**src/rtl/cs_pkg.sv**
```systemverilog
// Shared state codes, opcodes and datapath select encodings for the control sequencer.
package cs_pkg;

  localparam logic [2:0] S_IDLE   = 3'd0;
  localparam logic [2:0] S_FETCH  = 3'd1;
  localparam logic [2:0] S_EXEC   = 3'd2;
  localparam logic [2:0] S_MEM    = 3'd3;
  localparam logic [2:0] S_WB     = 3'd4;
  localparam logic [2:0] S_IO_IN  = 3'd5;
  localparam logic [2:0] S_IO_OUT = 3'd6;
  localparam logic [2:0] S_HALT   = 3'd7;

  // Opcodes 9..15 are undefined and execute as a NOP.
  typedef enum logic [3:0] {
    OP_ALU    = 4'd0,
    OP_ALUI   = 4'd1,
    OP_LOAD   = 4'd2,
    OP_STORE  = 4'd3,
    OP_BRANCH = 4'd4,
    OP_JUMP   = 4'd5,
    OP_IN     = 4'd6,
    OP_OUT    = 4'd7,
    OP_HALT   = 4'd8
  } opcode_e;

  typedef enum logic [1:0] {PC_INC, PC_BR, PC_JMP, PC_REG} pc_sel_e;
  typedef enum logic [1:0] {RD_RD, RD_RT, RD_RA} rd_sel_e;
  typedef enum logic [1:0] {LOC_GPR, LOC_HILO, LOC_RA} loc_sel_e;
  typedef enum logic [1:0] {OPB_REG, OPB_IMM, OPB_DESL, OPB_SHAMT} opb_sel_e;
  typedef enum logic [3:0] {WD_ALU, WD_MEM, WD_IN, WD_IMM, WD_PC} wd_sel_e;

  typedef struct packed {
    logic       pc_write;
    logic       reg_write;
    logic       mem_write;
    logic       in_req;
    logic       new_out;
    logic [1:0] pc_orig;
    logic [1:0] rd_orig;
    logic [1:0] loc_write;
    logic [1:0] op_b;
    logic [2:0] branch_comp;
    logic [3:0] write_d_sel;
    logic [3:0] alu_op;
  } ctrl_t;

endpackage

```
**src/rtl/cs_decode.sv**
```systemverilog
// Moore control-word decode from {state, latched opcode, operation}; abort marks a timed-out I/O exit.
module cs_decode
  import cs_pkg::*;
(
  input  logic [2:0] state,
  input  logic [3:0] opc,
  input  logic [3:0] operation,
  input  logic       abort,
  output ctrl_t      ctrl
);

  always_comb begin
    ctrl = '0;
    case (state)
      S_EXEC: begin
        ctrl.alu_op = operation;
        case (opc)
          OP_ALU:  ctrl.op_b = OPB_REG;
          OP_ALUI: ctrl.op_b = OPB_IMM;
          OP_LOAD, OP_STORE: ctrl.op_b = OPB_DESL;
          OP_BRANCH: begin
            ctrl.pc_write    = 1'b1;
            ctrl.pc_orig     = PC_BR;
            ctrl.branch_comp = operation[2:0];
          end
          OP_JUMP: begin
            ctrl.pc_write = 1'b1;
            ctrl.pc_orig  = operation[0] ? PC_REG : PC_JMP;
            if (operation[1]) begin
              ctrl.reg_write   = 1'b1;
              ctrl.loc_write   = LOC_RA;
              ctrl.rd_orig     = RD_RA;
              ctrl.write_d_sel = WD_PC;
            end
          end
          OP_IN:   ctrl.in_req  = 1'b1;
          OP_OUT:  ctrl.new_out = 1'b1;
          OP_HALT: ctrl.pc_write = 1'b0;
          default: begin
            ctrl.pc_write = 1'b1;
            ctrl.pc_orig  = PC_INC;
          end
        endcase
      end
      S_MEM: begin
        ctrl.op_b = OPB_DESL;
        if (opc == OP_STORE) begin
          ctrl.mem_write = 1'b1;
          ctrl.pc_write  = 1'b1;
        end
      end
      S_IO_IN: ctrl.in_req = 1'b1;
      S_WB: begin
        ctrl.pc_write = 1'b1;
        ctrl.pc_orig  = PC_INC;
        // A timed-out wait only advances the PC; the pending register write is dropped.
        if (!abort) begin
          case (opc)
            OP_ALU: begin
              ctrl.reg_write   = 1'b1;
              ctrl.write_d_sel = WD_ALU;
              ctrl.rd_orig     = RD_RD;
              ctrl.loc_write   = LOC_GPR;
            end
            OP_ALUI: begin
              ctrl.reg_write   = 1'b1;
              ctrl.write_d_sel = WD_ALU;
              ctrl.rd_orig     = RD_RT;
              ctrl.loc_write   = LOC_GPR;
            end
            OP_LOAD: begin
              ctrl.reg_write   = 1'b1;
              ctrl.write_d_sel = WD_MEM;
              ctrl.rd_orig     = RD_RT;
              ctrl.loc_write   = LOC_GPR;
            end
            OP_IN: begin
              ctrl.reg_write   = 1'b1;
              ctrl.write_d_sel = WD_IN;
              ctrl.rd_orig     = RD_RT;
              ctrl.loc_write   = LOC_GPR;
            end
            default: ctrl.reg_write = 1'b0;
          endcase
        end
      end
      default: ctrl = '0;
    endcase
  end

endmodule

```
**config.mk**
```make
export PLATFORM = sky130hd
export DESIGN_NAME = cs_decode
export DESIGN_NICKNAME = d
export VERILOG_FILES = /design/src/rtl/cs_pkg.sv /design/src/rtl/cs_decode.sv
export SDC_FILE = /design/constraint.sdc
export NUM_CORES = 1
export LEC_CHECK = 0
export BUFFER_PORTS_ARGS = -buffer_cell sky130_fd_sc_hd__clkbuf_2
export CAP_MARGIN = 30
export CELL_PAD_IN_SITES_DETAIL_PLACEMENT = 1
export CELL_PAD_IN_SITES_GLOBAL_PLACEMENT = 1
export CORE_MARGIN = 1
export CORE_UTILIZATION = 24
export DETAILED_ROUTE_END_ITERATION = 10
export GPL_ROUTABILITY_DRIVEN = 0
export GPL_TIMING_DRIVEN = 0
export PLACE_DENSITY_LB_ADDON = 0.3
export SYNTH_ARGS = -nofsm -noshare
export SYNTH_HDL_FRONTEND = slang
export SYNTH_SLANG_ARGS = --single-unit
```
**constraint.sdc**
```tcl
create_clock -name vclk -period 2
set_clock_uncertainty 0.15 [all_clocks]
set_input_delay 0 -clock vclk [all_inputs]
set_output_delay 0 -clock vclk [all_outputs]
set_load 0.03 [all_outputs]
```
==> summary.txt <==
Worst setup path
  – Startpoint Class: primary input
  – Worst setup path class: primary input to output port
  – Critical Path AT: 1320 ps
  – Worst setup EP type: output port
  – CP required: 1850 ps
  – Worst-path maximum fanout: 9

Global route
  – Most used routing layer: met2
  – Total gr overflow: 0
  – Met3 usage: 0.5682%
  – Vias in the first global route: 343
  – Global-route wire length before repair: 1559 um
  – Antenna violations before repair: 0
  – Met2 Use GR: 23.36%
  – Largest net degree at the start of global routing: 11
  – Met1 Use GR: 19.67%
  – GRT Util Overall: 13.67%

Yosys
  – Post-Syn Area: 340.3 sq um
  – Post-Syn Instances: 54
  – Synth cell types: 27
  – Post-synthesis sequential area ratio: 0%
  – Synthesized area per cell: 6.302 sq um
  – YS warnings: 0

Die
  – Die ar.: 0.001573 sq mm
  – Row count: 13
  – Initial core utilization: 25.83%
  – Die Wd: 39.66 um
  – Die H: 39.66 um
  – Core Footprint: 0.001318 sq mm
  – IO Pins: 36

Hold path
  – Worst min path class: primary input to output port
  – Hold Crit Endpoint: ctrl[8]
  – Launch point of the worst hold path: operation[0]
  – Hold depth: 4

Timing
  – Max Slew Vio Count: 0
  – Final hold vios: 0
  – Setup-failing EPs final: 0
  – Fin crit share: 73.34%
  – Unrepaired setup endpoints after global routing: false
  – Setup_tns: 0 ps
  – Post-layout minimum cycle time: 1467 ps
  – Worst Setup Slack, final: 533.3 ps
  – Fmax: 0.6818 GHz

Finish
  – Multi-input logic area: 294.0 sq um
  – Layout cells sized above 1: 51.72%
  – FF/Latch Area: 0 sq um
  – Filler Cell Count: 189
  – Clock Buffer Count: 0
  – Commonest non-fill, non-tap cell in the layout: clkbuf_2
  – Non-Filler Instances: 102
  – Final core occ: 39.70%
  – Final Net Count: 101
  – Ant diodes: 0
  – Area grow syn2layout: 53.68%
  – Flip-flop and latch count: 0
  – Most frequent cells in the layout: 32 x clkbuf_2, 6 x nor2_1

Drt
  – DR DRC count: 0
  – Routed wire length: 1026 um
  – Vias: 480
  – Antenna-violating nets left: 0
  – Length of the first detailed-routing pass in iterations: 2
  – Avg WL per Cell: 10.06 um
  – Vias per cell: 4.706
  – DRT iter0 DRCs: 4

Clocking
  – Post-CTS Resized: 0
  – Setup Buffers After CTS: 0
  – Hold Buf Count CTS: 0

Run status
  – Status: complete, no violations

Placed design
  – Post-place setup slack: 539.2 ps
  – HPWL after DPL: 851.3 um
  – IO buf count: 32
  – Placed cells: 102

Pwr
  – Leak: 0.0002839 uW
  – Power Density: 154.1 mW/mm^2
  – Max IR drop VDD: 0.05736 mV

Job
  – Max-Cap Viols: 0
-- layout make-up --
cell class	instances	share of cell area, %
timing repair buffer	32	30.62
multi-input combinational	46	56.22
tap	15	3.589
buffer	7	8.134
inverter	2	1.435
-- worst max-delay path, stage by stage --
cell	delay, ps
clkbuf_2	150
nor3b_4	360
nand4_1	170
nor3_1	280
buf_4	170
clkbuf_2	190
-- stage by stage --
step	area, sq um	total power [uW]	hold WS, ps
3_5_place_dp	523.0	80.94	202.0
6_report	523.0	80.59	201.2
2_1_floorplan	344.1	51.93	-35.36
4_1_cts	523.0	81.22	202.6
3_3_place_gp	523.0	80.14	197.4
5_1_grt	523.0	89.29	229.3
-- cell usage after synthesis --
cell type  number  share of area, %
nor3b_1         1               2.2
inv_1           2               2.2
o31ai_1         1               2.2
nand3_1         1               1.5
and3_1          1               1.8
and4b_2         1               3.3
and2_2          4               8.8
nor4b_2         1               4.4
nand3b_1        2               4.4
nand2b_1        2               3.7
and3b_1         1               2.6
o21ai_0         4               5.9
clkbuf_1        2               2.2
buf_2           1               1.5
o21a_1          1               2.2
nand2_1         4               4.4
nand4_1         1               1.8
nor3_1          4               5.9
buf_4           4               8.8
a21oi_1         1               1.5
nor2_1          6               6.6
conb_1          1               1.1
nor2b_1         4               7.4
and4_2          1               2.9
nor4b_1         1               2.6
o311ai_0        1               2.6
nor3b_4         1               5.5
-- power breakdown --
part           leakage [uW]  switching (uW)  internal (uW)  total [uW]
Combinational      0.000284            51.1           29.5        80.6
Clock                     0               0              0           0
Sequential                0               0              0           0
Total              0.000284            51.1           29.5        80.6
-- layer usage --
| metal | share of wire (%) | up-vias |
|---|---|---|
| li1 | - | 249 |
| met1 | 45 | 208 |
| met2 | 46 | 23 |
| met3 | 9.6 | 0 |
| met4 | 0 | 0 |
| met5 | 0 | - |
-- cell families after synthesis --
logic type / Yosys count / synth area share [%]
and+or+nand+nor: 36 / 69.85
AOI/OAI and AO/OA: 8 / 14.34
buffers and inverters: 9 / 14.71
other: 1 / 1.102
-- worst max-delay path by stage --
| stage | from | end | slack [ps] |
|---|---|---|---|
| 6_report | state[0] | ctrl[16] | 530 |
| 4_1_cts | state[0] | ctrl[16] | 530 |
| 3_3_place_gp | state[0] | ctrl[14] | 560 |
| 3_5_place_dp | state[0] | ctrl[16] | 540 |
| 5_1_grt | state[0] | ctrl[16] | 410 |
| 2_1_floorplan | state[0] | ctrl[14] | 380 |
(Power assumes the default switching activity.)
